### src/rtl/onehot_sel_pkg.sv
// Shared definitions for the one-hot select sequencer: FSM states, mode
// constants and the code-to-one-hot decode.
package onehot_sel_pkg;

   typedef enum logic [1:0] {
      ST_IDLE  = 2'd0,
      ST_DRIVE = 2'd1,
      ST_GAP   = 2'd2
   } sel_state_t;

   localparam bit MODE_LEVEL = 1'b0;
   localparam bit MODE_PULSE = 1'b1;

   // Widest select vector the decode function can produce; callers slice it.
   localparam int SEL_MAX_OUT = 64;
   typedef logic [SEL_MAX_OUT-1:0] sel_vec_t;

   // Code k in 1..n_out maps to bit k-1; code 0 or anything above n_out maps to none.
   function automatic sel_vec_t onehot(input int unsigned code, input int unsigned n_out);
      sel_vec_t v;
      v = '0;
      if (code != 0 && code <= n_out && code <= SEL_MAX_OUT)
         v = sel_vec_t'(1) << (code - 1);
      return v;
   endfunction

   function automatic int max_int(input int a, input int b);
      return (a > b) ? a : b;
   endfunction

endpackage

### src/rtl/onehot_sel_sequencer_if.sv
// Request/select bundle between control logic (master) and the sequencer (slave).
interface onehot_sel_sequencer_if #(
   parameter int N_OUT = 8
);
   localparam int CODE_W = $clog2(N_OUT + 1);

   logic              in_valid;
   logic              in_ready;
   logic [CODE_W-1:0] in_code;
   logic              err_clr;
   logic [N_OUT-1:0]  out_code;
   logic              active;
   logic              err_code;

   modport master (
      output in_valid, in_code, err_clr,
      input  in_ready, out_code, active, err_code
   );

   modport slave (
      input  in_valid, in_code, err_clr,
      output in_ready, out_code, active, err_code
   );
endinterface

### src/rtl/sel_dwell_counter.sv
// Loadable down-counter; done is high while the count is on its last cycle
// (or idle at zero), so a load of L yields L cycles before done is acted on.
module sel_dwell_counter #(
   parameter int W = 3
) (
   input  logic         clk,
   input  logic         rst,
   input  logic         load,
   input  logic [W-1:0] load_val,
   output logic         done
);
   logic [W-1:0] count_reg, count_next;

   always_comb begin
      count_next = count_reg;
      if (load)
         count_next = load_val;
      else if (count_reg != '0)
         count_next = count_reg - W'(1);
   end

   always_ff @(posedge clk) begin
      if (rst)
         count_reg <= '0;
      else
         count_reg <= count_next;
   end

   assign done = (count_reg <= W'(1));
endmodule

### src/rtl/onehot_sel_sequencer.sv
// Registered code-to-one-hot select with break-before-make dead time and an
// optional fixed-length pulse mode; out_code is never multi-hot.
module onehot_sel_sequencer
   import onehot_sel_pkg::*;
#(
   parameter int N_OUT     = 8,
   parameter int PULSE_EN  = 0,
   parameter int PULSE_LEN = 4,
   parameter int GAP_LEN   = 1
) (
   input logic                   clk,
   input logic                   rst,
   onehot_sel_sequencer_if.slave bus
);
   localparam int CODE_W  = $clog2(N_OUT + 1);
   localparam int CNT_MAX = max_int(PULSE_LEN, GAP_LEN);
   localparam int CNT_W   = $clog2(CNT_MAX + 1);
   localparam bit MODE    = (PULSE_EN != 0) ? MODE_PULSE : MODE_LEVEL;

   sel_state_t       state_reg, state_next;
   logic [N_OUT-1:0] out_reg, out_next;
   logic [N_OUT-1:0] pending_reg, pending_next;
   logic             active_reg;
   logic             err_reg, err_next;

   logic             in_ready_c;
   logic             accept;
   logic             code_ok;
   logic             code_bad;
   sel_vec_t         req_full;
   logic [N_OUT-1:0] req_hot;

   logic             cnt_load;
   logic [CNT_W-1:0] cnt_val;
   logic             cnt_done;

   assign req_full = onehot(32'(bus.in_code), N_OUT);

   genvar gi;
   generate
      for (gi = 0; gi < N_OUT; gi++) begin : g_req
         assign req_hot[gi] = req_full[gi];
      end
      if (N_OUT < SEL_MAX_OUT) begin : g_spare
         logic spare_unused;
         assign spare_unused = |req_full[SEL_MAX_OUT-1:N_OUT];
      end
   endgenerate

   assign code_ok  = |req_hot;
   assign code_bad = (bus.in_code > CODE_W'(N_OUT));

   // Pulse mode blocks new requests for the whole pulse and gap.
   assign in_ready_c = (MODE == MODE_PULSE) ? (state_reg == ST_IDLE)
                                            : (state_reg != ST_GAP);
   assign accept     = bus.in_valid & in_ready_c;

   sel_dwell_counter #(.W(CNT_W)) u_dwell (
      .clk      (clk),
      .rst      (rst),
      .load     (cnt_load),
      .load_val (cnt_val),
      .done     (cnt_done)
   );

   always_comb begin
      state_next   = state_reg;
      out_next     = out_reg;
      pending_next = pending_reg;
      err_next     = err_reg;
      cnt_load     = 1'b0;
      cnt_val      = '0;

      // A bad code accepted in the same cycle as a clear keeps the flag set.
      if (accept && code_bad)
         err_next = 1'b1;
      else if (bus.err_clr)
         err_next = 1'b0;

      if (MODE == MODE_LEVEL) begin
         case (state_reg)
            ST_IDLE, ST_DRIVE: begin
               if (accept) begin
                  if (!code_ok) begin
                     out_next   = '0;
                     state_next = ST_IDLE;
                  end else if (state_reg == ST_IDLE || req_hot == out_reg || GAP_LEN == 0) begin
                     out_next   = req_hot;
                     state_next = ST_DRIVE;
                  end else begin
                     out_next     = '0;
                     pending_next = req_hot;
                     state_next   = ST_GAP;
                     cnt_load     = 1'b1;
                     cnt_val      = CNT_W'(GAP_LEN);
                  end
               end
            end
            ST_GAP: begin
               if (cnt_done) begin
                  out_next   = pending_reg;
                  state_next = ST_DRIVE;
               end
            end
            default: begin
               out_next   = '0;
               state_next = ST_IDLE;
            end
         endcase
      end else begin
         case (state_reg)
            ST_IDLE: begin
               if (accept && code_ok) begin
                  out_next   = req_hot;
                  state_next = ST_DRIVE;
                  cnt_load   = 1'b1;
                  cnt_val    = CNT_W'(PULSE_LEN);
               end
            end
            ST_DRIVE: begin
               if (cnt_done) begin
                  out_next = '0;
                  if (GAP_LEN > 0) begin
                     state_next = ST_GAP;
                     cnt_load   = 1'b1;
                     cnt_val    = CNT_W'(GAP_LEN);
                  end else begin
                     state_next = ST_IDLE;
                  end
               end
            end
            ST_GAP: begin
               if (cnt_done)
                  state_next = ST_IDLE;
            end
            default: begin
               out_next   = '0;
               state_next = ST_IDLE;
            end
         endcase
      end
   end

   always_ff @(posedge clk) begin
      if (rst) begin
         state_reg   <= ST_IDLE;
         out_reg     <= '0;
         pending_reg <= '0;
         active_reg  <= 1'b0;
         err_reg     <= 1'b0;
      end else begin
         state_reg   <= state_next;
         out_reg     <= out_next;
         pending_reg <= pending_next;
         active_reg  <= |out_next;
         err_reg     <= err_next;
      end
   end

   assign bus.in_ready = in_ready_c;
   assign bus.out_code = out_reg;
   assign bus.active   = active_reg;
   assign bus.err_code = err_reg;
endmodule

### src/flat_wrapper.sv
// flat-port wrapper written by rule: the top's interface ports become plain ports
module onehot_sel_sequencer_flat import onehot_sel_pkg::*;
#(
   parameter int N_OUT     = 8,
   parameter int PULSE_EN  = 0,
   parameter int PULSE_LEN = 4,
   parameter int GAP_LEN   = 1
)
  (clk, rst, bus_in_valid, bus_in_code, bus_err_clr, bus_in_ready, bus_out_code, bus_active, bus_err_code);
  onehot_sel_sequencer_if #(.N_OUT(N_OUT)) bus_i ();
  input logic clk;
  input logic rst;
  input wire logic [$bits(bus_i.in_valid)-1:0] bus_in_valid;
  input wire logic [$bits(bus_i.in_code)-1:0] bus_in_code;
  input wire logic [$bits(bus_i.err_clr)-1:0] bus_err_clr;
  output wire logic [$bits(bus_i.in_ready)-1:0] bus_in_ready;
  output wire logic [$bits(bus_i.out_code)-1:0] bus_out_code;
  output wire logic [$bits(bus_i.active)-1:0] bus_active;
  output wire logic [$bits(bus_i.err_code)-1:0] bus_err_code;
  assign bus_i.in_valid = bus_in_valid;
  assign bus_i.in_code = bus_in_code;
  assign bus_i.err_clr = bus_err_clr;
  assign bus_in_ready = bus_i.in_ready;
  assign bus_out_code = bus_i.out_code;
  assign bus_active = bus_i.active;
  assign bus_err_code = bus_i.err_code;
  onehot_sel_sequencer #(.N_OUT(N_OUT), .PULSE_EN(PULSE_EN), .PULSE_LEN(PULSE_LEN), .GAP_LEN(GAP_LEN)) u_core (.clk(clk), .rst(rst), .bus(bus_i));
endmodule
### config.mk
export PLATFORM = sky130hd
export DESIGN_NAME = onehot_sel_sequencer_flat
export DESIGN_NICKNAME = d
export VERILOG_FILES = /design/src/rtl/onehot_sel_pkg.sv /design/src/rtl/onehot_sel_sequencer_if.sv /design/src/rtl/sel_dwell_counter.sv /design/src/rtl/onehot_sel_sequencer.sv /design/src/flat_wrapper.sv
export SDC_FILE = /design/constraint.sdc
export NUM_CORES = 1
export LEC_CHECK = 0
export ABC_AREA = 1
export BUFFER_PORTS_ARGS = -buffer_cell sky130_fd_sc_hd__buf_2
export CAP_MARGIN = 10
export CORE_ASPECT_RATIO = 1.1
export CORE_MARGIN = 10
export CORE_UTILIZATION = 57
export DETAILED_ROUTE_END_ITERATION = 6
export GPL_ROUTABILITY_DRIVEN = 0
export PLACE_DENSITY = 0.79
export SLEW_MARGIN = 40
export SYNTH_ARGS = -nofsm -noshare
export SYNTH_HDL_FRONTEND = slang
export SYNTH_SLANG_ARGS = --single-unit
### constraint.sdc
create_clock -name clk -period 2.37 [get_ports clk]
set_input_delay 0.237 -clock clk [delete_from_list [all_inputs] [get_ports clk]]
set_output_delay 0.237 -clock clk [all_outputs]
set_load 0.02 [all_outputs]
# [Word level (Yosys, flattened, before mapping)]
# Index checks and enable logic that the tools add are counted.
[classes] addsub=2 multipliers=0 n_div=0 n_lt_le_gt_ge=3 n_eq_ne=6 n_shift=1 mux=23 n_bitwise=2 reduce_logical=13
[ops] op="8-bit 2-to-1 mux" n=5
[ops] op="1-bit by 32-bit << shifter with 8-bit output (first input constant)" n=1
[ops] op="8-bit case mux with 2 select lines" n=1
[ops] op="8-bit OR reduction" n=2
[ops] op="3-bit 2-to-1 mux" n=5
[ops] op="8-bit equality test" n=1
[ops] op="2-bit 2-to-1 mux" n=4
[ops] op="1-bit 2-to-1 mux" n=7
[ops] op="4-bit by 1-bit subtractor with 5-bit output (second input constant)" n=1
[ops] op="4-bit > comparator (second input constant)" n=1
[ops] op="4-bit less-or-equal comparator (second input constant)" n=1
[ops] op="2-bit by 1-bit inequality test with 1-bit output (second input constant)" n=2
[ops] op="2-bit case mux with 2 select lines" n=1
[ops] op="4-bit AND reduction" n=1
[ops] op="2-bit nonzero test" n=2
[ops] op="4-bit nonzero test" n=1
[ops] op="3-bit by 1-bit less-or-equal comparator with 1-bit output (second input constant)" n=1
[ops] op="3-bit nonzero test" n=1
[ops] op="3-bit by 1-bit subtractor with 3-bit output (second input constant)" n=1
[ops] op="2-bit by 1-bit equality test with 1-bit output (second input constant)" n=1
[ops] op="2-bit equality test (second input constant)" n=1
[ops] op="1-bit logical AND" n=2
[ops] op="2-bit zero test" n=1
[ops] op="2-bit inequality test (second input constant)" n=1
[ops] op="other kinds (5)" n=5
[word_totals] ff_bits=23 latch_bits=0 ramBits=0 romBits=0 output_inout_bits=11 mem_count=0

# [Longest topological paths before layout]
# Gate-level depths: netlist (run 1).
[depth] word_depth=10 ltp_mapped=20 ltp_nobuf=20

# [By module]
# From an unflattened synthesis (run 1), not the netlist that was laid out.
[unflattened] cells_unflattened=257 area_unflattened_um2=1551.5
[modules_own_cells] module="onehot_sel_sequencer" n_inst=1 cells_per_inst=220 area_each_um2=1328.8 seq_area_each_um2=400.4
[modules_own_cells] module="sel_dwell_counter" n_inst=1 cells_per_inst=37 area_each_um2=222.7 seq_area_each_um2=60.1

# [Least setup slack after synthesis (run 1)]
# No wires, ideal clock.
[synth_timing] path_kind="input to register" start="input port bus_in_code[0]" end="register u_core.u_dwell.count_reg[0]" arrival_ns=1.825 required_ns=2.252 setup_slack_ns=0.427 stages=16 path_cell_list="inv_2 > ha_1 > inv_1 > nand3_1 > nor2_2 > nand2_1 > nand2_1 > nand3_1 > nor2_2 > nand2_2 > nand2_4 > nor2_4 > nand2_4 > clkinv_2 > o21ai_1 > a21oi_1"
[synth_via] elab_chain_len=10 word_cells_on_any_way=19
[synth_lines] item="start: declaration" line_no="flat_wrapper.sv:14" source="input wire logic [$bits(bus_i.in_code)-1:0] bus_in_code;"
[synth_lines] item="4-bit by 1-bit subtractor with 5-bit output (tied with other cells)" line_no="onehot_sel_pkg.sv:23" source="v = sel_vec_t'(1) << (code - 1);"
[synth_lines] item="1-bit by 32-bit << shifter with 8-bit output / 1-bit logical AND (equally long branches)" line_no="onehot_sel_pkg.sv:23, onehot_sel_pkg.sv:22"
[synth_lines] item="8-bit 2-to-1 mux (*)" line_no="onehot_sel_pkg.sv:22" source="if (code != 0 && code <= n_out && code <= SEL_MAX_OUT)"
[synth_lines] item="8-bit equality test" line_no="onehot_sel_sequencer.sv:87" source="end else if (state_reg == ST_IDLE || req_hot == out_reg || GAP_LEN == 0) begin"
[synth_lines] item="1-bit logical OR" line_no="onehot_sel_sequencer.sv:87"
[synth_lines] item="1-bit 2-to-1 mux" line_no="onehot_sel_sequencer.sv:87"
[synth_lines] item="3-bit 2-to-1 mux / 1-bit 2-to-1 mux (equally long branches)" line_no="onehot_sel_sequencer.sv:84" source="if (!code_ok) begin"
[synth_lines] item="3-bit 2-to-1 mux / 1-bit 2-to-1 mux (equally long branches)" line_no="onehot_sel_sequencer.sv:83" source="if (accept) begin"
[synth_lines] item="3-bit 2-to-1 mux / 1-bit 2-to-1 mux (equally long branches)" line_no="onehot_sel_sequencer.sv:81" source="case (state_reg)"
[synth_lines] item="3-bit 2-to-1 mux / 2-bit nonzero test (equally long branches)"
[synth_lines] item="end signal: assignment" line_no="sel_dwell_counter.sv:26" source="count_reg <= count_next;"
[synth_lines] item="end: declaration" line_no="sel_dwell_counter.sv:12" source="logic [W-1:0] count_reg, count_next;"
# Every way passes the cells marked *; elsewhere a longest branch is shown, timed or not.
# A chain may end at the register's enable or synchronous reset.

# [Final worst setup path (run 1)]
# Ends and elaborated chain as after synthesis.

==> results of run 1 <==
[cells by family (layout without fill, tap and decap cells)]
| family | count (synthesis) | after routing | synth area share |
|---|---|---|---|
| flops | 23 | 23 | 0.313 |
| compound gates | 40 | 40 | 0.147 |
| buf+inv | 48 | 75 | 0.123 |
| xor+xnor | 1 | 1 | 0.00595 |
| simple gates | 107 | 107 | 0.377 |
| fa+ha+maj | 4 | 4 | 0.0340 |
[Yosys cell counts (all sizes together)]
cell | number | area (µm²)
a21oi | 11 | 58.8
clkbuf | 1 | 3.75
clkinv | 2 | 8.75
dfxtp | 23 | 460
ha | 4 | 50.1
inv | 45 | 169
nand2 | 50 | 233
nand3 | 22 | 150
nand3b | 1 | 7.51
nor2 | 29 | 139
nor3 | 4 | 20.0
o21ai | 20 | 100
o21bai | 1 | 7.51
o22ai | 8 | 50.1
or2 | 1 | 6.26
xnor2 | 1 | 8.76
[per-stage QoR]
stage | setup slack (ps) | util
global route | 120 | 0.669
detailed placement | 31.1 | 0.658
floorplan | 427 | -
CTS | 363 | 0.669
global placement | 3.11 | 0.658
finish | 352 | 0.669
[layer usage]
layer / wire length (µm) / up-vias / GRT usage
li1: - / 756 / -
met1: 1520 / 654 / 0.190
met2: 1580 / 44 / 0.217
met3: 215 / 5 / 0.0334
met4: 38 / 0 / 0.0559
met5: 0 / - / 0
[path summary, 6_finish.rpt]
kind              slack [ps]  depth (start not counted)                                      from                                        to
setup / recovery         350                         17                            bus_in_code[0]  u_core.u_dwell.count_reg[0]$_SDFFE_PP0P_
hold / removal           160                          4                               bus_err_clr          u_core.bus.err_code$_SDFFE_PP0P_
setup reg to reg         490                         13  u_core.u_dwell.count_reg[1]$_SDFFE_PP0P_              u_core.bus.active$_SDFF_PP0_
hold reg to reg          480                          2          u_core.bus.err_code$_SDFFE_PP0P_          u_core.bus.err_code$_SDFFE_PP0P_
[layout make-up]
cell class	instances	area (µm²)
Multi-Input combinational cell	152	831
Fill cell	239	827
Sequential cell	23	460
Inverter	47	178
Timing Repair Buffer	24	135
Tap cell	31	38.8
Clock buffer	4	26.3
[worst register-to-register path: stages (launching register included)]
cell	delay, ps
dfxtp_1	330
inv_1	110
ha_1	160
nand2_1	80
nand3_1	150
o21ai_0	100
inv_1	220
o22ai_1	110
inv_1	80
nand2_1	60
nor2_1	150
nand2_1	90
nor2_1	110
nor2_1	40
[power by group through the flow]
stage | registers, mW | clock network [mW] | logic, mW
floorplan | 0.445 | 0 | 0.269
global placement | 0.441 | 0 | 0.340
detailed placement | 0.443 | 0 | 0.345
CTS | 0.434 | 0.184 | 0.347
global route | 0.437 | 0.208 | 0.391
finish | 0.434 | 0.182 | 0.347
==> metrics.md, run 1 <==
| Metric | Value |
|---|---|
| Worst endpoint required time | `2580 ps` |
| Die width | `68.5 µm` |
| Startpoint types | `input pin` |
| Fin cells | `between 200 and 300` |
| Hold crit path type | `in2reg` |
| Worst slew pin tran | `339 ps` |
| Net switching power | `0.347 mW` |
| Synth Warn # | `0` |
| Critical path class | `in2reg` |
| Syn_nets | `roughly 240` |
| Port bufs | `18` |
| Starting Density | `0.590` |
| WL/cell | `between 10 and 15 µm` |
| CTS Buffer Depth | `2` |
| Worst Skew | `approximately 3.9 ps` |
| Clock power share | `0.189` |
| DRC | `0` |
| CTS clk-pin slew, worst paths | `around 120 ps` |
| Vias | `around 1,500` |
| Die Area | `about 5000 µm²` |
| Die height | `between 70 and 80 µm` |
| Leak pwr | `about 0.76 nW` |
| Cells after Synth | `223` |
| Initial DRC count | `50` |
| Gate power share | `0.360` |
| Commonest non-fill, non-tap cells in the layout | `inv_1, nand2_1, dfxtp_1` |
| Register share of total power | `0.451` |
| TNS Setup | `0 ps` |
| Worst-path fanout max | `7` |
| Hold WS | `between 150 and 200 ps` |
| Initial antenna violation count | `0` |
| Hpwl dp | `roughly 2700 µm` |
| Detail Route Antenna Nets | `0` |
| Power density cells | `around 580 nW/µm²` |
| First-pass GRT wire length | `between 5000 and 6000 µm` |
| Design Area, Final | `~1700 µm²` |
| Min cycle time layout | `around 2000 ps` |
| Antenna Cells | `0` |
| Vias per cell | `roughly 5.2` |
| CTS tree | `yes` |
| Pre-antenna DRT Iters | `4` |
| Core Area | `approximately 2500 µm²` |
| Vias in the first global route | `around 1,300` |
| P_int | `around 0.62 mW` |
| Crit path max-delay family | `simple AND/OR/NAND/NOR gates` |
| CTS HTree Levels | `1` |
| Setup crit end kind | `register` |
| Max_cap viols | `0` |
| Global route overflow | `0` |
| Slowest stage delay, CP | `around 330 ps` |
| Slew Viols, Final | `0` |
| Syn Area/Cell | `~6.6 µm²` |
| # clock sinks | `23` |
| Final #Nets | `263` |
| # setup viols final | `0` |
| Most common cell after layout, fill and taps aside | `inv_1` |
| # hold bufs at CTS | `0` |
| Post-DP Area | `1640 µm²` |
| Layout area overhead | `13.3%` |
| GRT Util Overall | `0.144` |
| Routed WL | `3360 µm` |
| Seq/Total Area, Yosys | `0.313` |
| Post-Syn Area | `1470 µm²` |
| Row count | `19` |
| Clk Latency, worst-skew pair | `between 300 and 400 ps` |
| Peak supply drop | `about 630 µV` |
| Share of layout cells above drive strength 1 | `0.220` |
| CTS root buffer | `clkbuf_4` |
| CTS resizes | `0` |
| Total CTS buffers | `3` |
| CP max-delay cell | `ha_1` |
| Placed cells | `277` |
| Unrepaired setup endpoints after global routing | `false` |
| Sw frac | `0.361` |
| Largest net degree at the start of global routing | `15` |
| IO Count | `19` |
| Final Cycle Share | `0.851` |
| Endpoints failing hold | `0` |
| CP bufs+invs | `4` |
| Max-Slew Margin vs Limit | `0.773` |
| Crit-path cells | `buf_2 -> inv_2 -> ha_1 -> inv_1 -> nand3_1 -> nor2_2 -> nand2_1 -> nand2_1 -> nand3_1 -> nor2_2 -> nand2_2 -> nand2_4 -> nor2_4 -> nand2_4 -> clkinv_2 -> o21ai_1 -> a21oi_1` |
| Post-CTS setup buffers | `0` |
| Synthesized flop and latch total | `23` |
| Tot Pwr | `about 0.96 mW` |
| Status | `complete, no violations` |
| Distinct cells, synth | `26` |
| Achievable Freq | `slightly below 500 MHz` |
| WP data arrival | `around 2200 ps` |
(Power assumes the default switching activity.)
==> inputs of run 2 (changes only) <==
ABC_AREA = not set   (was 1)
==> run 2 against run 1 <==
Net effect: count of clock-buffer cells in the layout did not move; area after synthesis is 1.0% higher; routed wire length up 23%; global-route usage rose by 1.5 points; via count increased by 8.5%; register-to-register slack worse by 400 ps; flip-flop and latch count unchanged; die area increased by 0.73%; hold slack improved by 12 ps; clock power is 4% higher; critical path type unchanged; critical endpoint is now u_core.pending_reg[5]$_SDFFE_PP0P_; largest cell class unchanged.
==> metrics.md, run 2 <==
| Metric | Value |
|---|---|
| Status | `complete, no violations` |
| Max_cap viols | `0 (unchanged)` |
| WL/cell | `16.5 µm (+38%)` |
| Detail Route Antenna Nets | `0 (unchanged)` |
| Hold crit path type | `in2reg` |
| Clk Latency, worst-skew pair | `320 ps (about the same)` |
| Post-synth top flop | `dfxtp_1` |
| Achievable Freq | `439 MHz (-11%)` |
| Asr flop ratio synth | `0 (unchanged)` |
| Core Area | `2500 µm² (unchanged)` |
| Initial DRC count | `140 (+180%)` |
| Layout fillers | `217 (-9.2%)` |
| GRT Util Overall | `0.159 (+0.0155)` |
| Hpwl dp | `3150 µm (+19%)` |
| Die height | `73.6 µm (+0.37%)` |
| Top cells by area, synth | `dfxtp_1, nor2_1, o21ai_0, nand2b_1, a22oi_1` |
| Cells on Worst Hold Path | `3 (-1)` |
| Global route overflow | `0 (unchanged)` |
| Largest net degree at the start of global routing | `29 (+14)` |
| Seq/Total Area, Yosys | `0.310 (-0.00316)` |
| TNS Setup | `0 ps (unchanged)` |
| Initial antenna violation count | `0 (unchanged)` |
| Worst-path fanout max | `9 (+2)` |
| CTS tree | `yes` |
| DRC | `0 (unchanged)` |
| Peak supply drop | `693 µV (+9.9%)` |
| First-pass GRT wire length | `6430 µm (+13%)` |
| CTS HTree Levels | `1 (unchanged)` |
| Min cycle time layout | `2280 ps (+261 ps)` |
| CTS clk-pin slew, worst paths | `130 ps (about the same)` |
| Number of synthesized flops with an enable pin | `0 (unchanged)` |
| Footprint of the multi-input gates | `975 µm² (+17%)` |
| Syn_nets | `196 (-17%)` |
| Most common cell in the netlist | `dfxtp_1` |
| Final #Nets | `231 (-12%)` |
| Synth cell count leaders | `dfxtp_1, nor2_1, nand2_1` |
| Power density cells | `526 nW/µm² (-8.8%)` |
| Commonest non-fill, non-tap cells in the layout | `buf_4, dfxtp_1, nor2_1` |
| Vias in the first global route | `1,392 (+8.0%)` |
| Setup crit end kind | `register` |
| Antenna Cells | `0 (unchanged)` |
| Worst Skew | `11.3 ps (+7.47 ps)` |
| Synth top area share | `0.310 (-0.00316)` |
| R2R setup slack | `90 ps (-400 ps)` |
| RR Endpoint | `u_core.bus.out_code[5]$_SDFF_PP0_` |
| Row count | `19 (unchanged)` |
| Distinct cells, synth | `50 (+92%)` |
| Slew Viols, Final | `0 (unchanged)` |
| IO Count | `19 (unchanged)` |
| Total CTS buffers | `3 (unchanged)` |
| Synth area leader | `dfxtp_1` |
| Die Area | `5060 µm² (+0.73%)` |
| Worst R2R Path Depth | `6 (-7)` |
| Post-Syn Area | `1490 µm² (+1.0%)` |
| Worst slew pin tran | `540 ps (+201 ps)` |
| Final Cycle Share | `0.962 (+0.110)` |
| Most common cell after layout, fill and taps aside | `buf_4` |
| Starting Density | `0.596 (+0.00602)` |
| Reg-to-reg startpoint | `u_core.bus.out_code[2]$_SDFF_PP0_` |
| WP data arrival | `2520 ps (+300 ps)` |
| Synth Warn # | `0 (unchanged)` |
| Critical path class | `in2reg` |
| Max-Slew Margin vs Limit | `0.638 (-0.135)` |
| # hold bufs at CTS | `0 (unchanged)` |
| Core Util, Final | `0.716 (+0.0476)` |
| Die width | `68.7 µm (+0.36%)` |
| Syn Area/Cell | `8.09 µm² (+22%)` |
| CTS root buffer | `clkbuf_4` |
| Vias | `1,583 (+8.5%)` |
| # setup viols final | `0 (unchanged)` |
| Register Area | `460 µm² (unchanged)` |
| Pre-antenna DRT Iters | `5 (+1)` |
| Endpoints failing hold | `0 (unchanged)` |
| Leak pwr | `0.699 nW (-8.3%)` |
| Vias per cell | `6.36 (+22%)` |
| Layout area overhead | `20.2%` |
| Placed cells | `245 (-12%)` |
| Min-Delay Endpoint | `u_core.bus.err_code$_SDFFE_PP0P_` |
| Tot Pwr | `0.940 mW (-2.3%)` |
| Fin cells | `249 (-11%)` |
| Hold Crit Start | `bus_err_clr` |
| Worst endpoint required time | `2610 ps (+30 ps)` |
| Synthesized flop and latch total | `23 (unchanged)` |
| Routed WL | `4120 µm (+23%)` |
| Share of layout cells above drive strength 1 | `0.261 (+0.0415)` |
| CTS Buffer Depth | `2 (unchanged)` |
| # clock sinks | `23 (unchanged)` |
| Cells after Synth | `184 (-17%)` |
| Startpoint types | `input pin` |
| Port bufs | `18 (unchanged)` |
-- run 2: changes by cell type after synthesis, moves of 4 or more --
cell / previous run / this run
nor2b_1: 0 / 6
o22ai_1: 8 / 4
o21ai_1: 4 / 0
a211oi_1: 0 / 4
a22oi_1: 0 / 7
inv_1: 43 / 4
o32ai_1: 0 / 5
nand2b_1: 0 / 9
nor2_2: 9 / 0
nand2_4: 5 / 0
nand2_1: 42 / 14
clkbuf_1: 1 / 6
nand3_1: 17 / 2
-- run 2: worst max-delay path by stage --
| stage | from | endpoint | slack, ps | depth (start not counted) |
|---|---|---|---|---|
| 2_1_floorplan | bus_in_code[0] | u_core.bus.out_code[5]$_SDFF_PP0_ | -200 | 11 |
| 3_3_place_gp | bus_in_code[1] | u_core.pending_reg[7]$_SDFFE_PP0P_ | -160 | 9 |
| 4_1_cts | u_core.bus.out_code[2]$_SDFF_PP0_ | u_core.pending_reg[7]$_SDFFE_PP0P_ | 70 | 6 |
| 6_report | bus_in_code[1] | u_core.pending_reg[5]$_SDFFE_PP0P_ | 90 | 9 |
| 3_5_place_dp | bus_in_code[1] | u_core.pending_reg[7]$_SDFFE_PP0P_ | -220 | 9 |
| 5_1_grt | bus_in_code[1] | u_core.pending_reg[5]$_SDFFE_PP0P_ | -70 | 9 |
-- run 2: cell families after synthesis --
family          count (synthesis)  share of synthesized area
compound gates                 54                      0.257
buf+inv                        16                     0.0563
fa+ha+maj                       4                     0.0336
mux                             4                     0.0278
xor+xnor                        2                     0.0118
flops                          23                      0.310
simple gates                   81                      0.304
-- run 2: area by class of cell --
class / count / area share
multi-input combinational: 145 / 0.545
sequential: 23 / 0.258
timing repair buffer: 42 / 0.151
tap: 31 / 0.0217
clock buffer: 4 / 0.0147
inverter: 4 / 0.00980
-- run 2: worst max-delay path, stage by stage --
cell	delay [ps]
buf_2	90
inv_1	70
ha_4	190
nor3b_1	330
a2111oi_0	190
a211oi_1	470
o41a_1	470
nand2_2	200
o31ai_1	270
-- run 2: through the flow --
step / instance area (µm²) / hold slack, ps / setup WS [ps]
2_1_floorplan: 1540 / 391 / -195
3_3_place_gp: 1750 / 452 / -159
3_5_place_dp: 1750 / 467 / -219
4_1_cts: 1770 / 180 / 66.9
5_1_grt: 1790 / 192 / -73.0
6_report: 1790 / 173 / 91.2
-- run 2: power breakdown --
part,switching (mW),internal (mW)
combinational,0.165,0.145
sequential,0.0270,0.415
clock,0.123,0.0659
-- run 2: repair_timing --
item                                    4_1_cts  5_1_grt
resized for setup                             0        2
endpoints found under the setup margin        0        5
setup buffers                                 0        0
endpoints found under the hold margin         0        0
-- run 2: routing by layer --
layer  global-route usage  part of all wire  up-vias  routed length (µm)
met5                    0                 0        -                   0
met4               0.0526             0.025        0                 101
met3               0.0274             0.066       14                 271
met2                0.263              0.49       70                2010
met1                0.202              0.42      741                1740
li1                     -                 -      758                   -
==> inputs of run 3 (changes only) <==
CORE_MARGIN = 5   (was 10)
CORE_UTILIZATION = 40   (was 57)
PLACE_DENSITY = not set   (was 0.79)
==> run 3 against run 2 <==
Net effect: combinational power rose by 9.1%; sequential share of layout area fell by 0.90 points; fmax rose by 1.3%; total power rose by 9.3%; hold slack improved by 48 ps; sequential power barely moved; core utilization fell by 20 points; largest cell class unchanged.
==> metrics.md, run 3 (synthesis results as in run 2) <==
| Metric | Value |
|---|---|
| Status | `complete, no violations` |
| Net switching power | `0.336 mW (+6.8%)` |
| Unrepaired setup endpoints after global routing | `false` |
| Hold crit path type | `in2reg` |
| Clock power share | `0.241 (+0.040)` |
| Detail Route Antenna Nets | `0 (unchanged)` |
| CP bufs+invs | `3 (+1)` |
| Initial DRC count | `87 (-38%)` |
| IO Count | `19 (unchanged)` |
| Commonest non-fill, non-tap cells in the layout | `buf_4, dfxtp_1, nor2_1` |
| Post-CTS setup buffers | `0 (unchanged)` |
| Vias in the first global route | `1,542 (+11%)` |
| # setup viols final | `0 (unchanged)` |
| Slowest stage delay, CP | `440 ps (-30 ps)` |
| Share of layout cells above drive strength 1 | `0.295 (+0.0340)` |
| Total CTS buffers | `3 (unchanged)` |
| DRC | `0 (unchanged)` |
| CTS root buffer | `clkbuf_8` |
| Peak supply drop | `345 µV (-50%)` |
| Post-DP Area | `1790 µm² (+2.2%)` |
| Crit-path cells | `buf_2 -> inv_4 -> ha_4 -> buf_4 -> nand2_1 -> or4_1 -> and3_4 -> o41a_1 -> or3_4 -> a21oi_2` |
| Leak pwr | `0.717 nW (+2.6%)` |
| Clk Latency, worst-skew pair | `270 ps (-50 ps)` |
| Design Area, Final | `1860 µm² (+3.9%)` |
| Worst setup margin | `121 ps (+29.9 ps)` |
| Power density cells | `553 nW/µm² (+5.2%)` |
| Vias per cell | `5.84 (-8.2%)` |
| Worst slew pin tran | `524 ps (-15.6 ps)` |
| Critical path class | `in2reg` |
| CTS HTree Levels | `1 (unchanged)` |
| Row count | `23 (+4)` |
| Initial antenna violation count | `0 (unchanged)` |
| Most common cell after layout, fill and taps aside | `buf_4` |
| # hold bufs at CTS | `0 (unchanged)` |
| Final Cycle Share | `0.949 (-0.0126)` |
| Port bufs | `18 (unchanged)` |
| Vias | `1,576 (-0.44%)` |
| Worst endpoint required time | `2570 ps (-40 ps)` |
| Setup crit end kind | `register` |
| Slew Viols, Final | `0 (unchanged)` |
| Worst-path fanout max | `11 (+2)` |
| Startpoint types | `input pin` |
| Die Area | `5040 µm² (-0.31%)` |
| Crit path max-delay family | `simple AND/OR/NAND/NOR gates` |
| Starting Density | `0.410 (-0.186)` |
| Layout area overhead | `24.9%` |
| Routed WL | `4190 µm (+1.7%)` |
| Register share of total power | `0.431 (-0.039)` |
| P_int | `0.691 mW (+11%)` |
| R2R setup slack | `150 ps (+60 ps)` |
| Global route overflow | `0 (unchanged)` |
| Achievable Freq | `445 MHz (+1.3%)` |
| Core Util, Final | `0.512 (-0.204)` |
| Max-Slew Margin vs Limit | `0.651 (+0.0126)` |
| # clock sinks | `23 (unchanged)` |
| CP max-delay cell | `o41a_1` |
| Pre-antenna DRT Iters | `4 (-1)` |
| CTS clk-pin slew, worst paths | `80 ps (-50 ps)` |
| Die width | `68.1 µm (-0.82%)` |
| Antenna Cells | `0 (unchanged)` |
| First-pass GRT wire length | `7230 µm (+12%)` |
| Core Area | `3630 µm² (+45%)` |
| WP data arrival | `2450 ps (-70 ps)` |
| Largest net degree at the start of global routing | `29 (unchanged)` |
| Pre-CTS WS | `-269 ps (-50.7 ps)` |
| Final #Nets | `233 (+0.87%)` |
| Hpwl dp | `3270 µm (+4.0%)` |
| CTS Buffer Depth | `2 (unchanged)` |
| Max_cap viols | `0 (unchanged)` |
| Gate power share | `0.328 (about the same)` |
| Die height | `74.0 µm (+0.52%)` |
| GRT Util Overall | `0.183 (+0.0239)` |
| Min cycle time layout | `2250 ps (-29.9 ps)` |
| Worst Skew | `2.66 ps (-8.68 ps)` |
| Sw frac | `0.327 (-0.00744)` |
| CTS tree | `yes` |
| Endpoints failing hold | `0 (unchanged)` |
| WL/cell | `15.5 µm (-6.2%)` |
## run 3: final timing paths
| path | start | endpoint | cells past startpoint |
|---|---|---|---|
| worst min register to register | u_core.bus.err_code$_SDFFE_PP0P_ | u_core.bus.err_code$_SDFFE_PP0P_ | 2 |
| worst max register to register | u_core.bus.out_code[2]$_SDFF_PP0_ | u_core.bus.out_code[5]$_SDFF_PP0_ | 6 |
| worst min-delay path | bus_err_clr | u_core.bus.err_code$_SDFFE_PP0P_ | 3 |
| worst max-delay path | bus_in_code[0] | u_core.bus.out_code[5]$_SDFF_PP0_ | 10 |
## run 3: layout make-up
| cell class | count | area [µm²] |
|---|---|---|
| Fill cell | 374 | 1770 |
| Clock buffer | 4 | 45.0 |
| Multi-Input combinational cell | 145 | 986 |
| Sequential cell | 23 | 462 |
| Inverter | 4 | 17.5 |
| Tap cell | 50 | 62.6 |
| Timing Repair Buffer | 44 | 285 |
## run 3: metal layers
metal | GRT usage | vias to the layer above | wire, µm
li1 | - | 762 | -
met1 | 0.229 | 767 | 1750
met2 | 0.329 | 43 | 2200
met3 | 0.0257 | 4 | 191
met4 | 0.0419 | 0 | 41
met5 | 0 | - | 0
## run 3: power by group through the flow
stage	logic [mW]	registers (mW)	clock network (mW)
final	0.337	0.443	0.247
after global routing	0.378	0.447	0.270
after CTS	0.315	0.443	0.250
after detailed placement	0.313	0.452	0
after global placement	0.299	0.448	0
after floorplan	0.224	0.449	0
## run 3: worst min-delay path: cells and delay by family
family | cells | cell delay [ps]
AOI/OAI and AO/OA | 1 | 50
and+or+nand+nor | 1 | 90
buffers and inverters | 1 | 70
## run 3: repair_timing
action	4_1_cts	5_1_grt
gates resized for setup	0	9
hold endpoints to repair	0	0
endpoints found under the setup margin	0	12
## run 3: stage by stage
step                hold slack [ps]  total power [mW]  std cells  TNS, ps
finish                          221              1.03        270        0
global route                    250              1.09        270        0
CTS                             219              1.01        270        0
detailed placement              466             0.765        266    -3610
global placement                456             0.747        266    -2100
floorplan                       391             0.674        184    -1630
